<file path="src/rtl/mdu_if.sv">
// mdu_if: request/result bundle between the issue logic and mult_div_unit.
//   start/op/rs_val/rt_val/cancel : request side (driven by the master)
//   busy                          : operation in progress (stall MFHI/MFLO)
//   hi_out/lo_out, hi_we/lo_we    : result halves and their write strobes
interface mdu_if #(
    parameter int WIDTH = 32
);
    logic             start;
    logic [1:0]       op;
    logic [WIDTH-1:0] rs_val;
    logic [WIDTH-1:0] rt_val;
    logic             cancel;
    logic             busy;
    logic [WIDTH-1:0] hi_out;
    logic [WIDTH-1:0] lo_out;
    logic             hi_we;
    logic             lo_we;

    modport master (
        output start, op, rs_val, rt_val, cancel,
        input  busy, hi_out, lo_out, hi_we, lo_we
    );

    modport slave (
        input  start, op, rs_val, rt_val, cancel,
        output busy, hi_out, lo_out, hi_we, lo_we
    );
endinterface

</file>
<file path="src/rtl/mult_div_unit.sv">
// mult_div_unit: iterative MULT/MULTU/DIV/DIVU for the Hi/Lo registers.
//   Clk    : clock, rising edge
//   rst_n  : asynchronous active-low reset
//   bus    : mdu_if slave (request in, busy/result/strobes out)
// Works on operand magnitudes, one shift-add or restoring-subtract step per
// cycle for WIDTH cycles, then fixes the signs in a final cycle. Latency from
// the start edge to the strobe edge is always WIDTH+1 edges.
module mult_div_unit #(
    parameter int WIDTH = 32,
    parameter int CNT_W = 5
) (
    input  logic  Clk,
    input  logic  rst_n,
    mdu_if.slave  bus
);
    typedef enum logic [1:0] {S_IDLE, S_CALC, S_FIX} state_t;

    state_t             state_q, state_d;
    logic [CNT_W-1:0]   cnt_q, cnt_d;
    logic [1:0]         op_q, op_d;
    logic [WIDTH-1:0]   a_q, a_d;        // |A|; shifted left as dividend
    logic [WIDTH-1:0]   b_q, b_d;        // |B|; shifted right as multiplier
    logic [2*WIDTH-1:0] acc_q, acc_d;    // product, or {remainder, quotient}
    logic               neg_q, neg_d;    // product / quotient sign
    logic               rneg_q, rneg_d;  // remainder sign
    logic [WIDTH-1:0]   hi_q, hi_d;
    logic [WIDTH-1:0]   lo_q, lo_d;
    logic               we_q, we_d;

    logic               sa, sb;
    logic [WIDTH:0]     sum;
    logic [WIDTH:0]     rem_sh;
    logic               ge;
    logic [2*WIDTH-1:0] prod;
    logic [WIDTH-1:0]   rem, quo;

    always_comb begin
        state_d = state_q;
        cnt_d   = cnt_q;
        op_d    = op_q;
        a_d     = a_q;
        b_d     = b_q;
        acc_d   = acc_q;
        neg_d   = neg_q;
        rneg_d  = rneg_q;
        hi_d    = hi_q;
        lo_d    = lo_q;
        we_d    = 1'b0;
        sa      = 1'b0;
        sb      = 1'b0;
        sum     = '0;
        rem_sh  = '0;
        ge      = 1'b0;
        prod    = '0;
        rem     = acc_q[2*WIDTH-1:WIDTH];
        quo     = acc_q[WIDTH-1:0];

        case (state_q)
            S_IDLE: begin
                if (bus.start && !bus.cancel) begin
                    // op[0]=0 selects the signed variants
                    sa      = !bus.op[0] && bus.rs_val[WIDTH-1];
                    sb      = !bus.op[0] && bus.rt_val[WIDTH-1];
                    // Negating the most negative value yields 2^(WIDTH-1),
                    // which is exactly right when read as unsigned.
                    a_d     = sa ? -bus.rs_val : bus.rs_val;
                    b_d     = sb ? -bus.rt_val : bus.rt_val;
                    op_d    = bus.op;
                    neg_d   = sa ^ sb;
                    rneg_d  = sa;
                    acc_d   = '0;
                    cnt_d   = '0;
                    state_d = S_CALC;
                end
            end
            S_CALC: begin
                if (bus.cancel) begin
                    state_d = S_IDLE;
                end else begin
                    if (!op_q[1]) begin
                        // LSB-first shift-add; carry kept in sum's top bit
                        sum   = {1'b0, acc_q[2*WIDTH-1:WIDTH]}
                              + {1'b0, (b_q[0] ? a_q : '0)};
                        acc_d = {sum, acc_q[WIDTH-1:1]};
                        b_d   = b_q >> 1;
                    end else begin
                        rem_sh = {acc_q[2*WIDTH-1:WIDTH], a_q[WIDTH-1]};
                        ge     = rem_sh >= {1'b0, b_q};
                        a_d    = a_q << 1;
                        acc_d[2*WIDTH-1:WIDTH] = ge ? WIDTH'(rem_sh - {1'b0, b_q})
                                                    : rem_sh[WIDTH-1:0];
                        acc_d[WIDTH-1:0] = {acc_q[WIDTH-2:0], ge};
                    end
                    cnt_d = cnt_q + 1'b1;
                    if (cnt_q == CNT_W'(WIDTH-1))
                        state_d = S_FIX;
                end
            end
            S_FIX: begin
                state_d = S_IDLE;
                if (!bus.cancel) begin
                    we_d = 1'b1;
                    if (!op_q[1]) begin
                        prod = neg_q ? -acc_q : acc_q;
                        hi_d = prod[2*WIDTH-1:WIDTH];
                        lo_d = prod[WIDTH-1:0];
                    end else begin
                        // A zero divisor leaves rem=|A|, so re-applying the
                        // dividend sign restores the raw rs_val.
                        hi_d = rneg_q ? -rem : rem;
                        lo_d = (b_q == '0) ? '1 : (neg_q ? -quo : quo);
                    end
                end
            end
            default: state_d = S_IDLE;
        endcase
    end

    always_ff @(posedge Clk or negedge rst_n) begin
        if (!rst_n) begin
            state_q <= S_IDLE;
            cnt_q   <= '0;
            op_q    <= '0;
            a_q     <= '0;
            b_q     <= '0;
            acc_q   <= '0;
            neg_q   <= 1'b0;
            rneg_q  <= 1'b0;
            hi_q    <= '0;
            lo_q    <= '0;
            we_q    <= 1'b0;
        end else begin
            state_q <= state_d;
            cnt_q   <= cnt_d;
            op_q    <= op_d;
            a_q     <= a_d;
            b_q     <= b_d;
            acc_q   <= acc_d;
            neg_q   <= neg_d;
            rneg_q  <= rneg_d;
            hi_q    <= hi_d;
            lo_q    <= lo_d;
            we_q    <= we_d;
        end
    end

    assign bus.busy   = (state_q != S_IDLE);
    assign bus.hi_out = hi_q;
    assign bus.lo_out = lo_q;
    assign bus.hi_we  = we_q;
    assign bus.lo_we  = we_q;
endmodule

</file>
<file path="src/flat_wrapper.sv">
// flat-port wrapper written by rule: the top's interface ports become plain ports
module mult_div_unit_flat 
#(
    parameter int WIDTH = 32,
    parameter int CNT_W = 5
)
  (Clk, rst_n, bus_start, bus_op, bus_rs_val, bus_rt_val, bus_cancel, bus_busy, bus_hi_out, bus_lo_out, bus_hi_we, bus_lo_we);
  mdu_if #(.WIDTH(WIDTH)) bus_i ();
  input  logic Clk;
  input  logic rst_n;
  input wire logic [$bits(bus_i.start)-1:0] bus_start;
  input wire logic [$bits(bus_i.op)-1:0] bus_op;
  input wire logic [$bits(bus_i.rs_val)-1:0] bus_rs_val;
  input wire logic [$bits(bus_i.rt_val)-1:0] bus_rt_val;
  input wire logic [$bits(bus_i.cancel)-1:0] bus_cancel;
  output wire logic [$bits(bus_i.busy)-1:0] bus_busy;
  output wire logic [$bits(bus_i.hi_out)-1:0] bus_hi_out;
  output wire logic [$bits(bus_i.lo_out)-1:0] bus_lo_out;
  output wire logic [$bits(bus_i.hi_we)-1:0] bus_hi_we;
  output wire logic [$bits(bus_i.lo_we)-1:0] bus_lo_we;
  assign bus_i.start = bus_start;
  assign bus_i.op = bus_op;
  assign bus_i.rs_val = bus_rs_val;
  assign bus_i.rt_val = bus_rt_val;
  assign bus_i.cancel = bus_cancel;
  assign bus_busy = bus_i.busy;
  assign bus_hi_out = bus_i.hi_out;
  assign bus_lo_out = bus_i.lo_out;
  assign bus_hi_we = bus_i.hi_we;
  assign bus_lo_we = bus_i.lo_we;
  mult_div_unit #(.WIDTH(WIDTH), .CNT_W(CNT_W)) u_core (.Clk(Clk), .rst_n(rst_n), .bus(bus_i));
endmodule
</file>
<file path="config.mk">
export PLATFORM = sky130hd
export DESIGN_NAME = mult_div_unit_flat
export DESIGN_NICKNAME = d
export VERILOG_FILES = /design/src/rtl/mdu_if.sv /design/src/rtl/mult_div_unit.sv /design/src/flat_wrapper.sv
export SDC_FILE = /design/constraint.sdc
export NUM_CORES = 1
export LEC_CHECK = 0
export ABC_AREA = 1
export ABC_CLOCK_PERIOD_IN_PS = 2650
export BUFFER_PORTS_ARGS = -buffer_cell sky130_fd_sc_hd__clkbuf_2
export CORE_MARGIN = 2
export CORE_UTILIZATION = 36
export CTS_CLUSTER_DIAMETER = 80
export DETAILED_ROUTE_END_ITERATION = 10
export PLACE_DENSITY = 0.6
export SKIP_CTS_REPAIR_TIMING = 1
export SLEW_MARGIN = 20
export SYNTH_ARGS = -nofsm -noshare
export SYNTH_HDL_FRONTEND = slang
export SYNTH_SLANG_ARGS = --single-unit
</file>
<file path="constraint.sdc">
create_clock -name Clk -period 2.65 [get_ports Clk]
set_input_delay 0.3975 -clock Clk [delete_from_list [all_inputs] [get_ports Clk]]
set_output_delay 0.3975 -clock Clk [all_outputs]
set_load 0.02 [all_outputs]
</file>
==> out/summary.txt, run 1 <==
Status - complete, no violations
Kind of critical path - reg2reg
Register area share after synthesis - 27.6%
Worst hold path class - in2reg
Synth Area in Compound Gates - 14.4%
Area Growth Syn to Fin - 15.2%
Most common cell after layout, fill and taps aside - nand2_1
Synth Instances - 3052
Switching pwr - 11.2 mW
Simple-Gate Fraction of Synth Area - 38.6%
Buffer depth of the longest clock path - 3
DR vias/cell - 5.15
Max layer used - met4
XOR/XNOR Fraction of Synth Area - 3.14%
Core Util, Final - 42.2%
Initial Util - 36.6%
Switching power share of the total - 53.0%
FMAX - 401 MHz
Share of cells above drive strength 1 - 10.7%
Tmin final - 2490 ps
Clk slew on worst S/H paths - 60 ps
Most used DFF post-synth - dfrtp_1
Final Hold Fails - 0
Clk_lat worst skew - 560 ps
Clk root buf - clkbuf_16
Internal power - 9.93 mW
Port Buffers - 136
Critical-path top delay cell - ha_2
Pins Over Slew Limit - 0
Row count - 82
Fin Clk Skew - 15.1 ps
Post-synth net total - 3195
Syn. warnings - 0
PD cells - 995 nW/um^2
Die Area - 53000 um^2
Grt ovf - 0
R2R cell count - 15
Cell Area, Synth - 18400 um^2
Detailed-route via count - 20.1k
Initial antenna violation count - 0
Die Span Y - 230 um
CP startpoint kind - flip-flop
Most used cell, CP - nand2_1
Global-route wire length before repair - 107000 um
TritonCTS clock tree - built
Drt wl/cell - 17.3 um
Dpl ws - 94.2 ps
H-tree depth - 1
CTS sink count - 203
Routability-driven placement congestion ratio - 0.999
Met2 wire length - 29500 um
Ys async rst share - 100%
Core ar. - 50400 um^2
DP Wirelength - 53800 um
Worst setup margin - 157 ps
WL met3 - 4590 um
Final Setup Violations - 0
Rel. slew slack - 34.8%
DP Area - 20400 um^2
N_diodes - 0
I/O Pins - 137
Arr. time, crit path - 2990 ps
LEAKAGE - 11.5 nW
Part of the power in registers - 20.9%
Synth Register Bits - 203
Met1 Wirelength - 31300 um
Hold path depth - 3
Reg-to-reg critical path endpoint - u_core.acc_q[58]
Syn_area_per_cell - 6.04 um^2
RSZ-0062 raised after global routing - yes
Nets - 3366
Clock Power Share - 15.6%
Reg2reg start - u_core.b_q[16]
EDFF count, synth - 0
Post-synthesis mux area share - 0%
Total wire length - 67700 um
Worst hold endpoint - u_core.op_q[1]
Critical Path Fanout Max - 13
Combinational group share of total power - 63.5%
Synth Area in Adders - 5.04%
Initial DRT Pass Iterations - 6
Vias in the first global route - 18.9k
Largest family of logic cells by synthesized area - simple AND/OR/NAND/NOR gates
Max incr delay on CP - 400 ps
ANT nets after route - 0
DRC errors left - 0
CP required - 3150 ps
Final instance area - 21200 um^2
Crit-path cells - inv_1 > ha_2 > nand2_1 > nor2_1 > nand2_1 > nor2_1 > nand2_1 > nand2_1 > nor2_2 > nand2_4 > buf_4 > nand2_1 > o21ai_1 > nand2_1 > nand2_1
Distinct cells, synth - 48
HP Start - bus_op[1]
Measured slew at the worst slew-check pin - 978 ps
Largest net degree at the start of global routing - 76
Die X - 230 um
Total Routing Usage GR - 25.5%
Iteration-0 DRC Markers - 1780
Peak VDD IR - 0.529 mV
Worst reg-to-reg setup slack - 160 ps
CP endpoint kind - flip-flop
Commonest cells after routing, fill and taps aside - 1037 x nand2_1, 422 x inv_1, 292 x nor2_1
# Max-Cap Violations - 0
Final worst-path cycle share - 94.1%
TritonCTS Buffers - 26
[worst max path at each step]
stage	depth (start not counted)	from	end	slack, ps
2_1_floorplan	16	u_core.b_q[0]	u_core.acc_q[47]	230
3_3_place_gp	17	u_core.b_q[0]	u_core.acc_q[58]	110
3_5_place_dp	17	u_core.b_q[0]	u_core.acc_q[58]	90
4_1_cts	17	u_core.b_q[0]	u_core.acc_q[58]	90
5_1_grt	16	u_core.b_q[0]	u_core.acc_q[54]	-30
6_report	15	u_core.b_q[16]	u_core.acc_q[58]	160
[sequential cells by signal (all words and copies together) (netlist names)]
name and count:
u_core.acc_q 64, u_core.bus.hi_we 1, u_core.neg_q 1, u_core.a_q 32
u_core.bus.lo_out 32, u_core.state_q 2, u_core.b_q 32, u_core.rneg_q 1
u_core.bus.hi_out 32, u_core.cnt_q 5, u_core.op_q 1
[final cells by class]
type	count	area [um^2]
inverter	432	1620
fill	5592	29100
tap	672	841
multi-input combinational	2321	11400
sequential	203	5080
clock buffer	32	703
timing repair buffer	239	1540
clock inverter	10	77.6
[worst max-delay path: cells and delay by family (launching register included)]
family	cells	cell delay (ps)
flops	1	390
buf+inv	2	310
fa+ha+maj	1	400
compound gates	1	170
simple gates	11	1150
[Yosys cell counts (all sizes together), types with 15 or more instances]
cell type	n	area, um^2
ha	71	888
o211ai	31	233
nand2	1046	3940
xor2	61	534
inv	429	1610
dfrtp	203	5080
clkbuf	58	218
nor3	38	221
nand4	42	263
nand3	247	1240
nand3b	16	120
nor2	313	1210
a21oi	127	639
buf	38	246
o21ai	201	1010
o22ai	33	206
o21bai	15	113
[cells by family (layout without fill, tap and decap cells)]
kind of cell             count (synthesis)  after routing
buffers and inverters                  528            713
adder cells (fa/ha/maj)                 73             73
AND/OR/NAND/NOR                       1721           1721
flip-flops                             203            203
AO/OA/AOI/OAI                          461            461
XOR/XNOR                                66             66
[routing by layer]
metal  track usage (%)  up-vias
met3              3.26      150
met2              40.5      763
met4              7.98        0
met5                 0        -
met1              35.8     9059
li1                  -    10100
[power by group through the flow]
stage	Combinational [mW]	Sequential [mW]	Clock, mW
floorplan	8.39	4.37	0
global placement	13.0	4.42	0
detailed placement	13.0	4.44	0
CTS	13.0	4.39	3.37
global route	14.8	4.46	3.48
finish	13.4	4.41	3.29
[per-stage QoR]
stage / std cells / TNS (ps) / hold WS (ps) / power, mW
CTS: 3908 / 0 / -227 / 20.8
global placement: 3866 / 0 / 374 / 17.4
detailed placement: 3866 / 0 / 374 / 17.4
finish: 3909 / 0 / 176 / 21.1
floorplan: 3052 / 0 / 102 / 12.8
global route: 3909 / -60.8 / 181 / 22.8
(Power assumes the default switching activity.)
==> inputs of run 2 (changes only) <==
--- a/config.mk
+++ b/config.mk
@@ -6,13 +6,13 @@
 export NUM_CORES = 1
 export LEC_CHECK = 0
 export ABC_AREA = 1
-export ABC_CLOCK_PERIOD_IN_PS = 2650
+export ABC_CLOCK_PERIOD_IN_PS = 2100
 export BUFFER_PORTS_ARGS = -buffer_cell sky130_fd_sc_hd__clkbuf_2
 export CORE_MARGIN = 2
 export CORE_UTILIZATION = 36
 export CTS_CLUSTER_DIAMETER = 80
 export DETAILED_ROUTE_END_ITERATION = 10
-export PLACE_DENSITY = 0.6
+export PLACE_DENSITY = 0.62
 export SKIP_CTS_REPAIR_TIMING = 1
 export SLEW_MARGIN = 20
 export SYNTH_ARGS = -nofsm -noshare
==> constraint.sdc (replaced) <==
create_clock -name Clk -period 2.1 [get_ports Clk]
set_input_delay 0.315 -clock Clk [delete_from_list [all_inputs] [get_ports Clk]]
set_output_delay 0.315 -clock Clk [all_outputs]
set_load 0.02 [all_outputs]
==> run 2 against run 1 <==
Effect of this change: the flow now finishes with violations (negative setup slack); sequential power up 31%; clock skew up 3.3 ps; worst hold slack worse by 180 ps; critical path depth unchanged; register-to-register slack worse by 520 ps; flip-flop and latch count unchanged; worst setup slack worse by 520 ps; combinational power up 98%; sequential share of layout area down 5.0 points; non-clock buffer count up 424; total power up 74%; critical path type unchanged; largest cell class unchanged.
==> out/summary.txt, run 2 (same netlist as run 1, synthesis figures left out) <==
CP endpoint kind - flip-flop
Die Span Y - 230 um
RSZ-0062 raised after global routing - yes
Most flop-heavy register - u_core.acc_q
Nets - 3790
Kind of critical path - reg2reg
Most used cell, CP - nand2_1
Grt ovf - 0
TritonCTS Buffers - 26
Row count - 82
TritonCTS clock tree - built
Flip-flop count of the largest register after layout - 64
CP required - 2600 ps
Total Routing Usage GR - 27.0%
Total wire length - 75000 um
Commonest cells after routing, fill and taps aside - 907 x nand2_1, 482 x buf_4, 369 x inv_1
DR vias/cell - 5.09
Buffer depth of the longest clock path - 3
Vias in the first global route - 20.4k
Drt wl/cell - 17.3 um
Max incr delay on CP - 440 ps
Measured slew at the worst slew-check pin - 521 ps
N_diodes - 0
Clock Power Share - 12.2%
PD cells - 1370 nW/um^2
Peak VDD IR - 0.890 mV
Tmin final - 2460 ps
Die X - 230 um
Failing checks - negative setup slack
Pins Over Slew Limit - 0
Iteration-0 DRC Markers - 1562
DRC errors left - 0
Clk_lat worst skew - 560 ps
DP Wirelength - 58900 um
Critical-path top delay cell - dfrtp_2
Initial Util - 36.6%
Worst setup margin - -365 ps
Initial antenna violation count - 0
Global-route wire length before repair - 113000 um
DP Area - 23400 um^2
Initial DRT Pass Iterations - 7
Worst hold path class - in2reg
CP startpoint kind - flip-flop
Final Setup Violations - 45
Final instance area - 26900 um^2
Routability-driven placement congestion ratio - 0.997
Final worst-path cycle share - 117%
Rel. slew slack - 65.2%
Core ar. - 50400 um^2
CP bufs+invs - 3
Die Area - 53000 um^2
FMAX - 406 MHz
Arr. time, crit path - 2960 ps
Crit path max-delay family - simple AND/OR/NAND/NOR gates
Fin Clk Skew - 18.4 ps
Port Buffers - 136
Layout fillers - 4950
Area Growth Syn to Fin - 45.9%
# Max-Cap Violations - 0
Combinational group share of total power - 72.1%
Internal power - 18.9 mW
Switching power share of the total - 48.5%
Setup TNS - -7920 ps
CTS sink count - 203
LEAKAGE - 14.0 nW
ANT nets after route - 0
Most common cell after layout, fill and taps aside - nand2_1
Crit-path cells - buf_6 > buf_4 > nand2_1 > inv_1 > ha_4 > nand2_1 > nor2_4 > nand2_1 > nor2_1 > nand2_1 > a21oi_1 > nor2_1 > nor2_2 > nand2_1 > nand2_1
Clk root buf - clkbuf_16
Part of the power in registers - 15.7%
Critical Path Fanout Max - 4
Clk slew on worst S/H paths - 60 ps
Final Hold Fails - 0
Largest net degree at the start of global routing - 76
Hold WS - 0.774 ps
Detailed-route via count - 22.1k
Status - finished with violations
I/O Pins - 137
H-tree depth - 1
Share of cells above drive strength 1 - 32.5%
Switching pwr - 17.8 mW
## run 2: cell count changes in the layout (fill, tap and decap cells not counted), moves of 52 or more
cell     previous run  this run
inv_1             422       369
buf_4              96       482
nand2_2             8       109
ha_1               67        15
ha_4                0        55
nor2_1            292       216
nand2_1          1037       907
## run 2: power groups by stage
stage	clock [mW]	sequential, mW	combinational, mW
after global routing	4.73	5.80	28.5
after detailed placement	0	5.59	21.3
after floorplan	0	5.51	10.6
final	4.49	5.77	26.5
after CTS	4.55	5.54	21.4
after global placement	0	5.60	21.3
## run 2: layer usage
metal,GRT usage [%],wire (um),up-vias
met5,0,0,-
met4,10.7,3390,0
met3,3.61,5090,145
met2,42.7,33400,757
met1,37.2,33200,10200
li1,-,-,11000
## run 2: area by class of cell
cell class,count,area [um^2],share of cell area (%)
Clock inverter,16,131,0.488
Tap cell,672,841,3.12
Clock buffer,32,724,2.69
Multi-Input combinational cell,2321,13500,50.2
Timing Repair Buffer,663,4970,18.5
Inverter,432,1640,6.10
Sequential cell,203,5100,19.0
## run 2: through the flow
| stage | setup slack, ps | util [%] | total power [mW] | std cells |
|---|---|---|---|---|
| 2_1_floorplan | -30.7 | - | 16.1 | 3052 |
| 6_report | -365 | 53.4 | 36.7 | 4339 |
| 4_1_cts | -520 | 48.2 | 31.5 | 4301 |
| 5_1_grt | -448 | 53.4 | 39.1 | 4339 |
| 3_5_place_dp | -515 | 46.5 | 26.9 | 4253 |
| 3_3_place_gp | -544 | 46.5 | 26.9 | 4253 |
## run 2: worst paths after layout
kind | from | to | slack [ps] | depth (start not counted)
worst max register to register | u_core.b_q[0] | u_core.acc_q[58] | -360 | 15
worst max-delay path | u_core.b_q[0] | u_core.acc_q[58] | -360 | 15
worst min register to register | u_core.bus.hi_out[14] | u_core.bus.hi_out[14] | 470 | 2
max in group asynchronous | rst_n | u_core.b_q[24] | 1110 | 3
min in group asynchronous | rst_n | u_core.a_q[31] | 280 | 2
worst min-delay path | bus_op[1] | u_core.op_q[1] | 0.8 | 3
## run 2: worst register-to-register path, cell delays in order (launching register included)
cell and delay, ps:
dfrtp_2 440, buf_6 150, buf_4 140, nand2_1 70
inv_1 60, ha_4 290, nand2_1 180, nor2_4 230
nand2_1 120, nor2_1 110, nand2_1 70, a21oi_1 150
nor2_1 60, nor2_2 200, nand2_1 80, nand2_1 50
==> inputs of run 3 (changes only) <==
--- a/config.mk
+++ b/config.mk
@@ -6,13 +6,12 @@
 export NUM_CORES = 1
 export LEC_CHECK = 0
 export ABC_AREA = 1
-export ABC_CLOCK_PERIOD_IN_PS = 2100
 export BUFFER_PORTS_ARGS = -buffer_cell sky130_fd_sc_hd__clkbuf_2
 export CORE_MARGIN = 2
 export CORE_UTILIZATION = 36
 export CTS_CLUSTER_DIAMETER = 80
 export DETAILED_ROUTE_END_ITERATION = 10
-export PLACE_DENSITY = 0.62
+export PLACE_DENSITY_LB_ADDON = 0.05
 export SKIP_CTS_REPAIR_TIMING = 1
 export SLEW_MARGIN = 20
 export SYNTH_ARGS = -nofsm -noshare
==> run 3 against run 2 <==
Effect of this change: the run still ends with negative setup slack left; wire length increased by 7.3%; sequential power decreased by 3%; sequential share of layout area decreased by 0.20 points; first-iteration DRC count decreased by 2.5%; via count increased by 0.83%; clock power increased by 8.9%; clock skew increased by 5.2 ps; critical endpoint is now u_core.acc_q[57].
==> out/summary.txt, run 3 (same netlist as run 1, synthesis figures left out) <==
Status - finished with violations
Failing checks - negative setup slack
Measured slew at the worst slew-check pin - 529 ps
Hold path depth - 3
Flip-flop count of the largest register after layout - 64
H-tree depth - 1
Worst hold endpoint - u_core.op_q[1]
Max incr delay on CP - 470 ps
Detailed-route via count - 22.3k
Buffer depth of the longest clock path - 3
Grt ovf - 0
Worst hold path class - in2reg
Routability-driven placement congestion ratio - 0.985
Core ar. - 50400 um^2
Internal power - 19.4 mW
Sequential Area - 5100 um^2
Reg-to-reg critical path endpoint - u_core.acc_q[57]
Part of the power in registers - 15.0%
Reg2reg start - u_core.b_q[0]
Largest net degree at the start of global routing - 65
FMAX - 408 MHz
Layout fillers - 5194
Clock Power Share - 13.1%
RSZ-0062 raised after global routing - yes
Clk root buf - clkbuf_16
Combinational group share of total power - 71.9%
Peak VDD IR - 0.959 mV
Vias in the first global route - 21.0k
Die Area - 53000 um^2
Crit-path cells - buf_12 > buf_4 > nand2_2 > inv_2 > ha_4 > nand2_4 > buf_4 > nor2_4 > nand2_2 > or2_2 > nand4_1 > nand3_4 > nand3_2 > nand2_1
Die X - 230 um
Total wire length - 80500 um
Drt wl/cell - 18.5 um
CP required - 2580 ps
Commonest cells after routing, fill and taps aside - 914 x nand2_1, 491 x buf_4, 368 x inv_1
Setup TNS - -12070 ps
Crit path max-delay family - simple AND/OR/NAND/NOR gates
Worst setup margin - -352 ps
Rel. slew slack - 64.7%
Total Routing Usage GR - 29.1%
CTS sink count - 203
Initial antenna violation count - 1
Most flop-heavy register - u_core.acc_q
Final worst-path cycle share - 117%
Tmin final - 2450 ps
Hold WS - 22.4 ps
Nets - 3803
Most common cell after layout, fill and taps aside - nand2_1
Clk slew on worst S/H paths - 60 ps
LEAKAGE - 14.1 nW
CP startpoint kind - flip-flop
PD cells - 1370 nW/um^2
DP Wirelength - 63700 um
Critical Path Fanout Max - 5
Die Span Y - 230 um
Pins Over Slew Limit - 0
Worst reg-to-reg setup slack - -350 ps
Share of cells above drive strength 1 - 33.1%
DRC errors left - 0
TritonCTS Buffers - 27
Initial Util - 36.6%
Row count - 82
Multi-input gate area - 13500 um^2
HP Start - bus_op[1]
Area Growth Syn to Fin - 47.3%
Kind of critical path - reg2reg
Final Hold Fails - 0
ANT nets after route - 0
R2R cell count - 14
CP endpoint kind - flip-flop
Iteration-0 DRC Markers - 1523
TritonCTS clock tree - built
Port Buffers - 136
I/O Pins - 137
N_diodes - 0
Switching pwr - 17.9 mW
# Max-Cap Violations - 0
Initial DRT Pass Iterations - 5
Dpl ws - -570 ps
Fin Clk Skew - 23.5 ps
Final Setup Violations - 69
Arr. time, crit path - 2930 ps
Clk_lat worst skew - 580 ps
Switching power share of the total - 48.0%
Overall power - 37.3 mW
CP bufs+invs - 4
Global-route wire length before repair - 120000 um
Critical-path top delay cell - dfrtp_2
Post-Layout Cell Count - 4353
Cell count after placement - 4259
DR vias/cell - 5.11
-- run 3: final cells by class --
type	count	share of cell area, %
multi-input cells	2321	49.8
repair buffers	675	18.9
well taps	672	3.10
clock inverters	13	0.613
inverters	432	6.02
flip-flops and latches	203	18.8
clock buffers	37	2.85
-- run 3: how the worst max path moves through the flow --
stage | startpoint | endpoint | slack (ps) | cells after the start
global placement | u_core.b_q[0] | u_core.acc_q[57] | -540 | 17
detailed placement | u_core.b_q[0] | u_core.acc_q[57] | -570 | 17
finish | u_core.b_q[0] | u_core.acc_q[57] | -350 | 14
floorplan | u_core.b_q[0] | u_core.acc_q[59] | -30 | 16
global route | u_core.b_q[0] | u_core.acc_q[53] | -460 | 17
CTS | u_core.b_q[0] | u_core.acc_q[57] | -570 | 17
-- run 3: routing by layer --
layer / wire [um] / GRT usage, %
met3: 4080 / 3.09
met2: 37300 / 47.6
met5: 11 / 0
met1: 35400 / 38.9
met4: 3790 / 12.2
-- run 3: through the flow --
| step | utilization (%) | cell area, um^2 |
|---|---|---|
| final | 53.9 | 27200 |
| after global routing | 53.9 | 27200 |
| after CTS | 48.4 | 24400 |
| after detailed placement | 46.6 | 23500 |
| after global placement | 46.6 | 23500 |
| after floorplan | - | 18500 |
-- run 3: worst reg2reg max path, delay by kind of cell (launching register included) --
kind / cells / cell delay (ps)
adders and majority gates: 1 / 310
buffers and inverters: 4 / 490
DFF: 1 / 470
and+or+nand+nor: 9 / 1100
-- run 3: power groups by stage --
stage | logic (mW) | registers (mW) | clock network (mW)
after CTS | 22.0 | 5.39 | 5.01
after detailed placement | 21.9 | 5.44 | 0
after floorplan | 10.6 | 5.51 | 0
after global routing | 28.9 | 5.67 | 5.16
after global placement | 21.9 | 5.43 | 0
final | 26.8 | 5.59 | 4.89
